$ cat src/rtl/inhibit_stream_pkg.sv
`default_nettype none
// ============================================================================
// Module      : inhibit_pkg
// Description : Mode encoding and per-lane result function for inhibit_stream.
// Revision    : 1.0 - initial release
// ============================================================================
package inhibit_pkg;

    typedef enum logic [1:0] {
        MODE_INHIBIT = 2'd0,
        MODE_RISE    = 2'd1,
        MODE_FALL    = 2'd2,
        MODE_ANY     = 2'd3
    } mode_e;

    // One result lane; the edge modes compare y against its previous sample.
    function automatic logic inhibit_bit(mode_e mode, logic x, logic y, logic prev);
        logic s;
        case (mode)
            MODE_INHIBIT: s = ~x & y;
            MODE_RISE:    s = ~prev & y;
            MODE_FALL:    s = prev & ~y;
            default:      s = prev ^ y;
        endcase
        return s;
    endfunction

endpackage
`default_nettype wire

$ cat src/rtl/inhibit_stream_if.sv
`default_nettype none
// ============================================================================
// Module      : inhibit_stream_if
// Description : Input and output valid/ready streams of inhibit_stream.
// Revision    : 1.0 - initial release
// ============================================================================
interface inhibit_stream_if
    import inhibit_pkg::*;
#(
    parameter int WIDTH = 8
);
    logic             in_valid;
    logic             in_ready;
    logic [WIDTH-1:0] in_x;
    logic [WIDTH-1:0] in_y;
    mode_e            in_mode;
    logic             out_valid;
    logic             out_ready;
    logic [WIDTH-1:0] out_s;

    modport master (
        output in_valid, in_x, in_y, in_mode, out_ready,
        input  in_ready, out_valid, out_s
    );

    modport slave (
        input  in_valid, in_x, in_y, in_mode, out_ready,
        output in_ready, out_valid, out_s
    );
endinterface
`default_nettype wire

$ cat src/rtl/inhibit_stream_popcount.sv
`default_nettype none
// ============================================================================
// Module      : popcount
// Description : Combinational count of set bits in a WIDTH-bit vector.
// Revision    : 1.0 - initial release
// ============================================================================
module popcount #(
    parameter int WIDTH = 8
) (
    input  wire logic [WIDTH-1:0]               data,
    output      logic [$clog2(WIDTH+1)-1:0]     ones
);
    localparam int c_OUT_W = $clog2(WIDTH+1);

    always_comb begin
        ones = '0;
        for (int i = 0; i < WIDTH; i++) begin
            ones = ones + c_OUT_W'(data[i]);
        end
    end
endmodule
`default_nettype wire

$ cat src/rtl/inhibit_stream.sv
`default_nettype none
// ============================================================================
// Module      : inhibit_stream
// Description : Streaming inhibit / edge detector with registered output and
//               saturating set-bit event counter.
// Revision    : 1.0 - initial release
// ============================================================================
module inhibit_stream
    import inhibit_pkg::*;
#(
    parameter int WIDTH = 8,
    parameter int CNT_W = 16
) (
    input  wire logic             clk,
    input  wire logic             rst_n,
    inhibit_stream_if.slave       bus,
    input  wire logic             count_clr,
    output      logic [CNT_W-1:0] event_count
);
    localparam int               c_POP_W   = $clog2(WIDTH+1);
    localparam logic [CNT_W-1:0] c_CNT_MAX = {CNT_W{1'b1}};

    logic             r_out_valid;
    logic [WIDTH-1:0] r_out_s;
    logic [WIDTH-1:0] r_prev;
    logic [CNT_W-1:0] r_count;

    logic             w_accept;
    logic             w_out_xfer;
    logic [WIDTH-1:0] w_prev_eff;
    logic [WIDTH-1:0] w_s;
    logic [c_POP_W-1:0] w_pop;
    logic [CNT_W:0]   w_sum;
    logic [CNT_W-1:0] w_count_next;

    assign bus.in_ready  = ~r_out_valid | bus.out_ready;
    assign bus.out_valid = r_out_valid;
    assign bus.out_s     = r_out_s;
    assign event_count   = r_count;

    assign w_accept   = bus.in_valid & bus.in_ready;
    assign w_out_xfer = r_out_valid & bus.out_ready;

    // A beat accepted together with count_clr sees a cleared history.
    assign w_prev_eff = count_clr ? '0 : r_prev;

    for (genvar i = 0; i < WIDTH; i++) begin : g_lane
        assign w_s[i] = inhibit_bit(bus.in_mode, bus.in_x[i], bus.in_y[i], w_prev_eff[i]);
    end

    popcount #(.WIDTH(WIDTH)) u_popcount (
        .data (r_out_s),
        .ones (w_pop)
    );

    // Both addends fit in CNT_W bits, so the carry flags an overflow.
    assign w_sum        = {1'b0, r_count} + (CNT_W+1)'(w_pop);
    assign w_count_next = w_sum[CNT_W] ? c_CNT_MAX : w_sum[CNT_W-1:0];

    always_ff @(posedge clk or negedge rst_n) begin
        if (!rst_n) begin
            r_out_valid <= 1'b0;
            r_out_s     <= '0;
            r_prev      <= '0;
            r_count     <= '0;
        end else begin
            if (w_accept) begin
                r_out_valid <= 1'b1;
                r_out_s     <= w_s;
            end else if (w_out_xfer) begin
                r_out_valid <= 1'b0;
            end

            if (w_accept) begin
                r_prev <= bus.in_y;
            end else if (count_clr) begin
                r_prev <= '0;
            end

            if (count_clr) begin
                r_count <= '0;
            end else if (w_out_xfer) begin
                r_count <= w_count_next;
            end
        end
    end
endmodule
`default_nettype wire
$ cat src/flat_wrapper.sv
// flat-port wrapper written by rule: the top's interface ports become plain ports
module inhibit_stream_flat import inhibit_pkg::*;
#(
    parameter int WIDTH = 8,
    parameter int CNT_W = 16
)
  (clk, rst_n, count_clr, event_count, bus_in_valid, bus_in_x, bus_in_y, bus_in_mode, bus_out_ready, bus_in_ready, bus_out_valid, bus_out_s);
  inhibit_stream_if #(.WIDTH(WIDTH)) bus_i ();
  input  wire logic clk;
  input  wire logic rst_n;
  input  wire logic count_clr;
  output      logic [CNT_W-1:0] event_count;
  input wire logic [$bits(bus_i.in_valid)-1:0] bus_in_valid;
  input wire logic [$bits(bus_i.in_x)-1:0] bus_in_x;
  input wire logic [$bits(bus_i.in_y)-1:0] bus_in_y;
  input wire logic [$bits(bus_i.in_mode)-1:0] bus_in_mode;
  input wire logic [$bits(bus_i.out_ready)-1:0] bus_out_ready;
  output wire logic [$bits(bus_i.in_ready)-1:0] bus_in_ready;
  output wire logic [$bits(bus_i.out_valid)-1:0] bus_out_valid;
  output wire logic [$bits(bus_i.out_s)-1:0] bus_out_s;
  assign bus_i.in_valid = bus_in_valid;
  assign bus_i.in_x = bus_in_x;
  assign bus_i.in_y = bus_in_y;
  assign bus_i.in_mode = bus_in_mode;
  assign bus_i.out_ready = bus_out_ready;
  assign bus_in_ready = bus_i.in_ready;
  assign bus_out_valid = bus_i.out_valid;
  assign bus_out_s = bus_i.out_s;
  inhibit_stream #(.WIDTH(WIDTH), .CNT_W(CNT_W)) u_core (.clk(clk), .rst_n(rst_n), .bus(bus_i), .count_clr(count_clr), .event_count(event_count));
endmodule
$ cat config.mk
export PLATFORM = sky130hd
export DESIGN_NAME = inhibit_stream_flat
export DESIGN_NICKNAME = d
export VERILOG_FILES = /design/src/rtl/inhibit_stream_pkg.sv /design/src/rtl/inhibit_stream_if.sv /design/src/rtl/inhibit_stream_popcount.sv /design/src/rtl/inhibit_stream.sv /design/src/flat_wrapper.sv
export SDC_FILE = /design/constraint.sdc
export NUM_CORES = 1
export LEC_CHECK = 0
export ABC_CLOCK_PERIOD_IN_PS = 5800
export BUFFER_PORTS_ARGS = -buffer_cell sky130_fd_sc_hd__clkbuf_2
export CAP_MARGIN = 20
export CORE_AREA = 2 2 66 68
export DETAILED_ROUTE_END_ITERATION = 10
export DIE_AREA = 0 0 68 70
export PLACE_DENSITY = 0.8
export SLEW_MARGIN = 20
export SYNTH_ARGS = -nofsm -noshare
export SYNTH_HDL_FRONTEND = slang
export SYNTH_SLANG_ARGS = --single-unit
export TNS_END_PERCENT = 50
$ cat constraint.sdc
create_clock -name clk -period 5.8 [get_ports clk]
set_input_delay 0.58 -clock clk [delete_from_list [all_inputs] [get_ports clk]]
set_output_delay 0.58 -clock clk [all_outputs]
set_load 0.02 [all_outputs]
==> impl_results.md, run 1 <==
* Worst reg-to-reg setup slack at 1.97 ns
* Status: completed
* Iter 0 DRT Violations at 87
* RSZ-0062 raised after global routing: false
* Detailed placer's ending HPWL at 3.46 mm
* Number of port buffers at 48
* Reg2Reg Depth at 12
* Clk_skew at 0.00383 ns
* Setup Crit Path Kind: reg2reg
* Post-CTS Setup Inserts at 0
* Core area at 0.00414 sq mm
* Synthesized instance count at between 200 and 250
* NumNets Final at roughly 330
* Syn Nets at 289
* Detail Route Antenna Nets at 0
* Slew headroom at 44.3%
* Io pins at 49
* Final wirelength at 4.58 mm
* Drt wl/cell at 13.4 um
* CTS buffer count at 5
* Final setup margin at about 2 ns
* Period utilization at between 60% and 70%
* Switch share at ~36%
* Worst-margin pin slew at 0.836 ns
* Leak at about 1.3 nW
* Tot Pwr at 678 uW
* N_diodes at 0
* Share of cells above drive strength 1 at 19.7%
* Final setup fails at 0
* Comb pwr share at 36.7%
* Critical Path Start Type: register
* # fillers at 393
* Max Slew Vio Count at 0
* Avg Cell Area, Syn at 8.79 sq um
* Clock power share at 24.1%
* Flop and latch count out of synthesis at 33
* TritonCTS clock tree: done
* Via count at 1888
* First-pass GRT wire length at 7.90 mm
* Flop pwr share at between 30 and 40%
* Clock sinks at 33
* R2R Path Start: u_core.bus.out_s[0]$_DFFE_PN0P_
* Vias in the first global route at 1825
* Count of final hold-check violations at 0
* Cell area after synthesis at 0.00217 sq mm
* Die Ht at roughly 70 um
* PD cells at 272 mW/mm^2
* Peak VDD IR at 224 uV
* Area delta synth->final at 14.8%
* Max Clk Rate at between 200 and 300 MHz
* CP Capture Type: register
* Die width at between 60 and 70 um
* Internal power at 437 uW
* Initial antenna violation count at 0
* H-tree levels at 2
* Finished Core Util at 60.1%
* Drt drc at 0
* Routability Congestion at ~0.83
* Clk Latency, worst-skew pair at 0.28 ns
* Die area at 0.00476 sq mm
* Max Cap Viol at 0
* Critical Path AT at 4.02 ns
* DRT Pass-1 Iters at 4
* Global route overflow at 0
* YS warnings at 0
* CTS Root Cell: clkbuf_8
* Register area share after synthesis at a little under two fifths
* Worst Path Max Fanout at 7
* Cts hold-fix bufs at 0
* Vias per cell at around 5.5
* Clock buffer depth at 2
* Post-layout min period at 3.83 ns
* Worst Setup SP: u_core.bus.out_s[0]$_DFFE_PN0P_
* Largest net degree at the start of global routing at 34
* Clk slew on worst S/H paths at 0.07 ns
* Rows at 24
* Distinct cells, synth at 36
* Setup WS pre-CTS at 1.97 ns
* Worst min path class: in2async
* Switching pwr at 241 uW
* Post-route setup TNS at 0 ns
* All-layer global routing usage at 21.2%
* Starting Density at a little over half
* # resized after CTS at 0
* Worst path required time at 6.00 ns
[cell usage after synthesis]
cell type	n	area (sq um)
o21a_1	1	7.51
a211oi_1	6	45.0
ha_1	14	175
and2_1	3	18.8
nor4_1	1	6.26
a41oi_1	1	8.76
a21oi_1	24	120
buf_6	2	22.5
and3_2	1	7.51
nor3b_1	2	15.0
o21ai_0	13	65.1
nand4_1	3	18.8
mux2i_1	2	20.0
a211o_1	1	8.76
nor3_1	14	70.1
dfrtp_1	33	826
nand3_4	1	17.5
and4_1	2	17.5
or3_4	1	11.3
a31oi_1	4	25.0
nor2_1	15	56.3
o211ai_1	6	45.0
fa_1	5	100
a311oi_1	4	35.0
o31a_1	1	8.76
nand2b_1	10	62.6
and3_1	3	18.8
xnor2_1	1	8.76
o31ai_1	2	15.0
nand2_1	20	75.1
clkbuf_1	11	41.3
nand3_1	1	5.00
o311a_1	6	60.1
nor3_2	1	10.0
inv_1	31	116
nor2b_1	1	6.26
[cell families (layout without fill, tap and decap cells)]
kind of cell / after synthesis / after routing / synth area share (%)
AO/OA/AOI/OAI: 69 / 69 / 20.5
XOR/XNOR: 1 / 1 / 0.404
AND/OR/NAND/NOR: 79 / 79 / 19.2
buffers and inverters: 44 / 87 / 8.30
flip-flops: 33 / 33 / 38.0
adder cells (fa/ha/maj): 19 / 19 / 12.7
multiplexers: 2 / 2 / 0.922
[metal layers]
metal / track usage, % / vias up / share of wire [%]
li1: - / 950 / -
met1: 27.1 / 883 / 44
met2: 36.8 / 52 / 51
met3: 4.03 / 3 / 4.8
met4: 4.22 / 0 / 0.59
met5: 0 / - / 0
[flip-flops by register name, indices dropped and copies added (netlist names)]
signal / flops
u_core.bus.out_s: 8
u_core.bus.out_valid: 1
u_core.event_count: 16
u_core.r_prev: 8
[final timing paths]
check,endpoint
worst max-delay path,u_core.event_count[5]$_DFFE_PN0P_
worst min-delay path,u_core.event_count[9]$_DFFE_PN0P_
worst max register to register,u_core.event_count[5]$_DFFE_PN0P_
worst min register to register,u_core.event_count[9]$_DFFE_PN0P_
max in group asynchronous,u_core.bus.out_s[4]$_DFFE_PN0P_
min in group clk,u_core.r_prev[3]$_DFF_PN0_
[cell type report]
type	count	area, sq um	area share, %
clock buffer	8	80.1	3.21
inverter	31	116	4.67
multi-input combinational	170	1160	46.7
sequential	33	826	33.1
tap	52	65.1	2.61
timing repair buffer	48	240	9.64
[power by group through the flow]
stage | Sequential [mW] | Combinational, mW | Clock (mW)
6_report | 0.266 | 0.249 | 0.164
2_1_floorplan | 0.287 | 0.164 | 0
5_1_grt | 0.268 | 0.288 | 0.180
4_1_cts | 0.266 | 0.252 | 0.169
3_5_place_dp | 0.270 | 0.251 | 0
3_3_place_gp | 0.269 | 0.242 | 0
[per-stage QoR]
stage	cells	cell area, sq um	hold WS, ns
2_1_floorplan	247	2170	0.284
3_3_place_gp	334	2410	0.506
3_5_place_dp	334	2410	0.527
4_1_cts	342	2490	0.426
5_1_grt	342	2490	0.456
6_report	342	2490	0.394
[placed cells by master, fill, tap and decap left out, types with 4 or more instances in the layout]
master / n
clkbuf_2: 48
dfrtp_1: 33
inv_1: 31
a21oi_1: 24
nand2_1: 20
nor2_1: 15
nor3_1: 14
ha_1: 14
o21ai_0: 13
nand2b_1: 10
o211ai_1: 6
o311a_1: 6
a211oi_1: 6
fa_1: 5
clkbuf_8: 5
a31oi_1: 4
a311oi_1: 4
[worst max-delay path, cell delays in order, from the launching register on]
cell	delay, ns
dfrtp_1	0.41
fa_1	0.54
inv_1	0.05
fa_1	0.50
fa_1	0.43
fa_1	0.39
inv_1	0.08
fa_1	0.21
nand3_1	0.11
and2_1	0.21
or3_4	0.43
a211o_1	0.27
a21oi_1	0.12
No activity file was read; power rests on OpenSTA's default activity.
==> run 2: changes to the inputs <==
Settings changed: ABC_CLOCK_PERIOD_IN_PS 5800 to 4000, CORE_AREA 2 2 66 68 to 2 2 67 69, DIE_AREA 0 0 68 70 to 0 0 69 71, PLACE_DENSITY 0.8 to 0.77.
Clock period 5.8 ns to 4 ns, I/O delays scaled along.
==> run 2 against run 1 <==
  * Non-clock buffer count rose by 1
  * Sequential share of layout area down 0.28 points
  * Sequential cell count stayed put
  * Fmax up 0.19%
  * Utilization shrank 0.35 points
  * Clock skew increased by 0.0033 ns
  * First-iteration DRC count up 100%
  * Final area is 0.85% higher
  * Critical path type unchanged
==> impl_results.md, run 2 (synthesized netlist as in run 1, its figures left out) <==
* Status: completed (unchanged)
* R2R Path Start: u_core.bus.out_s[0]$_DFFE_PN0P_ (unchanged)
* H-tree levels at 2 (unchanged)
* Via count at 1952 (was 1888)
* # fillers at 406 (was 393)
* Clk slew on worst S/H paths at 0.07 ns (about the same)
* First-pass GRT wire length at 8.21 mm (was 7.90 mm)
* Max Cap Viol at 0 (unchanged)
* Iter 0 DRT Violations at 178 (was 87)
* Flop pwr share at 38.3% (was 39.2%)
* Share of cells above drive strength 1 at 21.0% (was 19.7%)
* Switch share at 35.8% (was 35.5%)
* CTS buffer count at 5 (unchanged)
* Finished Core Util at 59.8% (was 60.1%)
* Worst r2r dst: u_core.event_count[5]$_DFFE_PN0P_ (unchanged)
* Area delta synth->final at 15.8% (was 14.8%)
* Worst path required time at 4.20 ns (was 6.00 ns)
* Detail Route Antenna Nets at 0 (unchanged)
* PD cells at 403 mW/mm^2 (was 272 mW/mm^2)
* Internal power at 650 uW (was 437 uW)
* Worst Path Max Fanout at 7 (unchanged)
* Final setup fails at 0 (unchanged)
* Io pins at 49 (unchanged)
* N_diodes at 0 (unchanged)
* Die Ht at 71 um (was 70 um)
* Worst min path class: in2async (unchanged)
* All-layer global routing usage at 21.3% (was 21.2%)
* Slew headroom at 43.7% (was 44.3%)
* Max Clk Rate at 262 MHz (was 261 MHz)
* Period utilization at 95.5% (was 66.0%)
* Commonest non-fill, non-tap cells in the layout: clkbuf_2, dfrtp_1, inv_1, a21oi_1, nand2_1 (unchanged)
* TritonCTS clock tree: done (unchanged)
* Reg2Reg Depth at 12 (unchanged)
* Global route overflow at 0 (unchanged)
* Critical Path AT at 4.02 ns (about the same)
* CP Capture Type: register (unchanged)
* Vias per cell at 5.71 (was 5.52)
* Drt wl/cell at 14.8 um (was 13.4 um)
* Worst Setup SP: u_core.bus.out_s[0]$_DFFE_PN0P_ (unchanged)
* Vias in the first global route at 1809 (was 1825)
* DRT Pass-1 Iters at 4 (unchanged)
* NumNets Final at 332 (was 331)
* Post-route setup TNS at 0 ns (unchanged)
* Die area at 0.00490 sq mm (was 0.00476 sq mm)
* Clk_skew at 0.00712 ns (was 0.00383 ns)
* Post-CTS Setup Inserts at 0 (unchanged)
* Comb pwr share at 36.6% (was 36.7%)
* Final wirelength at 5.05 mm (was 4.58 mm)
* Max reg flops at 16 (unchanged)
* Starting Density at 51.6% (was 52.4%)
* Worst-margin pin slew at 0.845 ns (was 0.836 ns)
* Count of final hold-check violations at 0 (unchanged)
* Clock buffer depth at 2 (unchanged)
* Setup Crit Path Kind: reg2reg (unchanged)
* RSZ-0062 raised after global routing: false (unchanged)
* Initial antenna violation count at 0 (unchanged)
* Largest net degree at the start of global routing at 34 (unchanged)
* Post-layout min period at 3.82 ns (was 3.83 ns)
* Number of port buffers at 48 (unchanged)
* Worst setup path endpoint: u_core.event_count[5]$_DFFE_PN0P_ (unchanged)
* Commonest non-fill, non-tap cell in the layout: clkbuf_2 (unchanged)
* Routability Congestion at 0.882 (was 0.831)
* Core area at 0.00420 sq mm (was 0.00414 sq mm)
* CTS Root Cell: clkbuf_8 (unchanged)
* Detailed placer's ending HPWL at 3.69 mm (was 3.46 mm)
* Peak VDD IR at 256 uV (was 224 uV)
* Clk Latency, worst-skew pair at 0.29 ns (was 0.28 ns)
* Drt drc at 0 (unchanged)
* Leak at 1.27 nW (was 1.26 nW)
* Clock power share at 25.1% (was 24.1%)
* Rows at 24 (unchanged)
* Clock sinks at 33 (unchanged)
* Switching pwr at 362 uW (was 241 uW)
* Die width at 69 um (was 68 um)
* Worst reg-to-reg setup slack at 0.18 ns (was 1.97 ns)
* Max Slew Vio Count at 0 (unchanged)
* Critical Path Start Type: register (unchanged)
[run 2: stage by stage]
step | total power [mW] | std cells | worst slack (ns) | area, sq um | hold WS (ns)
2_1_floorplan | 0.654 | 247 | 0.130 | 2170 | 0.104
3_3_place_gp | 0.749 | 335 | 0.270 | 2420 | 0.519
3_5_place_dp | 0.764 | 335 | 0.178 | 2420 | 0.523
4_1_cts | 1.02 | 342 | 0.114 | 2510 | 0.240
5_1_grt | 1.09 | 342 | 0.0420 | 2510 | 0.277
6_report | 1.01 | 342 | 0.182 | 2510 | 0.206
[run 2: worst max-delay path: stages (launching register included)]
cell	delay (ns)
dfrtp_1	0.42
fa_1	0.56
inv_1	0.06
fa_1	0.49
fa_1	0.44
fa_1	0.40
inv_1	0.08
fa_1	0.19
nand3_1	0.12
and2_4	0.18
or3_4	0.41
a211o_1	0.28
a21oi_1	0.12
[run 2: layout make-up]
type	count	area [sq um]	share of cell area (%)
clock buffer	7	86.3	3.43
inverter	31	116	4.63
multi-input combinational	170	1170	46.6
sequential	33	826	32.9
tap	52	65.1	2.59
timing repair buffer	49	248	9.86
[run 2: power groups by stage]
stage / registers (mW) / logic [mW] / clock network, mW
final: 0.388 / 0.371 / 0.254
after global routing: 0.391 / 0.421 / 0.275
after CTS: 0.387 / 0.375 / 0.259
after detailed placement: 0.393 / 0.370 / 0
after global placement: 0.391 / 0.358 / 0
after floorplan: 0.416 / 0.238 / 0
[run 2: worst min-delay path by stage]
stage                                      startpoint                                  to  slack [ns]  depth (start not counted)
floorplan                                       rst_n     u_core.bus.out_s[0]$_DFFE_PN0P_        0.10                          0
global placement    u_core.event_count[9]$_DFFE_PN0P_   u_core.event_count[9]$_DFFE_PN0P_        0.52                          1
detailed placement  u_core.event_count[9]$_DFFE_PN0P_   u_core.event_count[9]$_DFFE_PN0P_        0.52                          1
CTS                                             rst_n     u_core.bus.out_s[4]$_DFFE_PN0P_        0.24                          1
global route                                    rst_n  u_core.event_count[11]$_DFFE_PN0P_        0.28                          1
finish                                          rst_n  u_core.event_count[11]$_DFFE_PN0P_        0.21                          1
[run 2: layer usage]
layer | global-route usage, % | vias up | part of all wire (%)
li1 | - | 956 | -
met1 | 29.2 | 926 | 46
met2 | 33.2 | 58 | 47
met3 | 3.85 | 12 | 5.2
met4 | 9.15 | 0 | 2.1
met5 | 0 | - | 0
[run 2: repair_timing]
| action | CTS | global route |
|---|---|---|
| endpoints found under the setup margin | 0 | 5 |
| resized for setup | 0 | 3 |
| hold buffers | 0 | 0 |
==> run 3: changes to the inputs <==
Settings changed: PLACE_DENSITY 0.77 to 0.78, SYNTH_HIERARCHICAL set to 1.
==> run 3 against run 2 <==
  * The run now ends with setup timing left
  * Clock skew increased by 0.0018 ns
  * Worst hold slack got worse by 0.021 ns
  * Register-to-register slack got worse by 0.35 ns
  * Highest routed layer unchanged
  * Critical endpoint is now u_core/event_count[7]$_DFFE_PN0P_
  * Final area increased by 7.3%
  * Critical path depth increased by 4
==> impl_results.md, run 3 <==
* Core area at 0.00420 sq mm (unchanged)
* Worst r2r dst: u_core/event_count[7]$_DFFE_PN0P_ (was u_core.event_count[5]$_DFFE_PN0P_)
* Final Hold Slack at 0.185 ns (was 0.206 ns)
* Routability Congestion at 0.799 (was 0.882)
* Status: finished with violations (was completed)
* Leak at 1.39 nW (was 1.27 nW)
* Max Cap Viol at 0 (unchanged)
* DRT Pass-1 Iters at 4 (unchanged)
* Critical Path AT at 4.39 ns (was 4.02 ns)
* Flop and latch count out of synthesis at 33 (unchanged)
* Slew headroom at 43.2% (was 43.7%)
* Die area at 0.00490 sq mm (unchanged)
* Worst min path class: in2async (unchanged)
* CTS Root Cell: clkbuf_8 (unchanged)
* Starting Density at 51.8% (was 51.6%)
* H-tree levels at 2 (unchanged)
* Rows at 24 (unchanged)
* Final setup fails at 16 (was 0)
* Initial antenna violation count at 0 (unchanged)
* Count of final hold-check violations at 0 (unchanged)
* Via count at 1977 (was 1952)
* Vias in the first global route at 1889 (was 1809)
* Async SR Flop Fraction at 100% (unchanged)
* Critical Path Start Type: register (unchanged)
* Period utilization at 104% (was 95.5%)
* Worst Path Max Fanout at 7 (unchanged)
* Post-route setup TNS at -1.84 ns (was 0 ns)
* Die Ht at 71 um (unchanged)
* Iter 0 DRT Violations at 153 (was 178)
* Largest net degree at the start of global routing at 34 (unchanged)
* Share of cells above drive strength 1 at 31.8% (was 21.0%)
* Clock buffer depth at 2 (unchanged)
* Area delta synth->final at 23.9% (was 15.8%)
* Failing checks: setup timing
* Commonest non-fill, non-tap cells in the layout: clkbuf_2, dfrtp_1, inv_1, nor2_1, nand2_1 (was clkbuf_2, dfrtp_1, inv_1, a21oi_1, nand2_1)
* Cts hold-fix bufs at 0 (unchanged)
* Io pins at 49 (unchanged)
* # fillers at 376 (was 406)
* Worst reg-to-reg setup slack at -0.17 ns (was 0.18 ns)
* RSZ-0062 raised after global routing: true (was false)
* Peak VDD IR at 215 uV (was 256 uV)
* Top-count cell post-synth: dfrtp_1 (unchanged)
* N_diodes at 0 (unchanged)
* Clk slew on worst S/H paths at 0.07 ns (about the same)
* Setup Crit Path Kind: reg2reg (unchanged)
* Worst-margin pin slew at 0.852 ns (was 0.845 ns)
* All-layer global routing usage at 21.3% (about the same)
* Max Clk Rate at 240 MHz (was 262 MHz)
* Global route overflow at 0 (unchanged)
* Yosys top cell by area: dfrtp_1 (unchanged)
* Clk_skew at 0.00888 ns (was 0.00712 ns)
* Cell area after synthesis at 0.00218 sq mm (was 0.00217 sq mm)
* Commonest non-fill, non-tap cell in the layout: clkbuf_2 (unchanged)
* R2R Path Start: u_core/bus.out_s[3]$_DFFE_PN0P_ (was u_core.bus.out_s[0]$_DFFE_PN0P_)
* Die width at 69 um (unchanged)
* Detailed placer's ending HPWL at 3.53 mm (was 3.69 mm)
* Drt wl/cell at 13.7 um (was 14.8 um)
* PD cells at 451 mW/mm^2 (was 403 mW/mm^2)
* Synth top cells by count: dfrtp_1, inv_1, nor2_1, nand2_1, a21oi_1 (was dfrtp_1, inv_1, a21oi_1, nand2_1, nor2_1)
* YS warnings at 6 (was 0)
* Drt drc at 0 (unchanged)
* Post-synth EDFFs at 0 (unchanged)
* NumNets Final at 353 (was 332)
* Clock sinks at 33 (unchanged)
* Synthesized instance count at 253 (was 247)
* Register area share after synthesis at 38.0% (about the same)
* Worst path required time at 4.22 ns (was 4.20 ns)
* CTS buffer count at 5 (unchanged)
* Post-layout min period at 4.17 ns (was 3.82 ns)
* Non-filler instance count after layout at 363 (was 342)
* Setup WS pre-CTS at -0.249 ns (was 0.178 ns)
* Synth top area cells: dfrtp_1, ha_1, inv_1 (was dfrtp_1, ha_1, a21oi_1)
* Detail Route Antenna Nets at 0 (unchanged)
* Clk Latency, worst-skew pair at 0.29 ns (about the same)
* Number of port buffers at 48 (unchanged)
* Inst Count DP at 352 (was 335)
* Final wirelength at 4.96 mm (was 5.05 mm)
* Max reg flops at 16 (unchanged)
* First-pass GRT wire length at 8.38 mm (was 8.21 mm)
* Vias per cell at 5.45 (was 5.71)
* CP Capture Type: register (unchanged)
* Ys flop type: dfrtp_1 (unchanged)
* Max Slew Vio Count at 0 (unchanged)
* Reg2Reg Depth at 16 (was 12)
* Avg Cell Area, Syn at 8.60 sq um (was 8.79 sq um)
* Final setup margin at -0.171 ns (was 0.182 ns)
* TritonCTS clock tree: done (unchanged)
* Distinct cells, synth at 35 (was 36)
* Syn Nets at 296 (was 289)
* Post-synth top area share at 38.0% (about the same)
run 3: worst max path at each step:
stage / cells after the start / start / endpoint / slack, ns
after floorplan: 16 / u_core/bus.out_s[3]$_DFFE_PN0P_ / u_core/event_count[7]$_DFFE_PN0P_ / -0.12
after global placement: 15 / u_core/bus.out_s[3]$_DFFE_PN0P_ / u_core/event_count[8]$_DFFE_PN0P_ / -0.1
after detailed placement: 15 / u_core/bus.out_s[3]$_DFFE_PN0P_ / u_core/event_count[8]$_DFFE_PN0P_ / -0.25
after CTS: 16 / u_core/bus.out_s[3]$_DFFE_PN0P_ / u_core/event_count[15]$_DFFE_PN0P_ / -0.20
after global routing: 16 / u_core/bus.out_s[3]$_DFFE_PN0P_ / u_core/event_count[7]$_DFFE_PN0P_ / -0.33
final: 16 / u_core/bus.out_s[3]$_DFFE_PN0P_ / u_core/event_count[7]$_DFFE_PN0P_ / -0.17
run 3: per-layer routing:
layer	up-vias	wire length (um)	share of wire, %	GRT usage (%)
met1	920	2080	42	26.4
met3	12	281	5.7	4.84
met4	0	127	2.6	10.5
li1	982	-	-	-
met2	63	2470	50	35.4
met5	-	0	0	0
run 3: layout make-up:
cell class              count  area, sq um  area share (%)
well taps                  52         65.1            2.41
repair buffers             61          345            12.8
inverters                  32          120            4.45
multi-input cells         177         1250            46.5
clock inverters             2         10.0           0.371
clock buffers               6         72.6            2.69
flip-flops and latches     33          830            30.8
run 3: cells by family after synthesis:
kind of cell / synth area share (%)
AND/OR/NAND/NOR: 21.3
flip-flops: 38.0
buffers and inverters: 7.76
adder cells (fa/ha/maj): 13.2
AO/OA/AOI/OAI: 17.7
XOR/XNOR: 1.21
multiplexers: 0.920
run 3: power breakdown:
| part | switching [mW] | total (mW) | leakage (nW) | internal [mW] |
|---|---|---|---|---|
| Sequential | 0.0267 | 0.392 | 0.427 | 0.365 |
| Clock | 0.120 | 0.240 | 0.0450 | 0.120 |
| Combinational | 0.302 | 0.583 | 0.920 | 0.281 |
| Total | 0.449 | 1.21 | 1.39 | 0.766 |
run 3: repair_timing:
action / in CTS / in global routing
pin swaps: 5 / 4
gates resized for setup: 11 / 10
setup endpoints to repair: 16 / 16
setup buffers: 3 / 0
run 3: critical path, stage by stage, from the launching register on:
cell,delay [ns]
dfrtp_2,0.36
inv_2,0.04
fa_1,0.54
fa_1,0.43
fa_1,0.44
inv_1,0.07
ha_2,0.17
inv_2,0.04
fa_2,0.34
xnor2_2,0.14
ha_1,0.29
a21o_1,0.13
a21oi_2,0.07
or4b_4,0.55
buf_6,0.17
a31oi_2,0.16
o21a_1,0.14
run 3: through the flow:
step	power [mW]	area, sq um	utilization [%]
floorplan	0.743	2190	-
global placement	0.899	2520	59.9
detailed placement	0.922	2520	59.9
CTS	1.18	2640	62.8
global route	1.32	2700	64.1
finish	1.21	2700	64.1
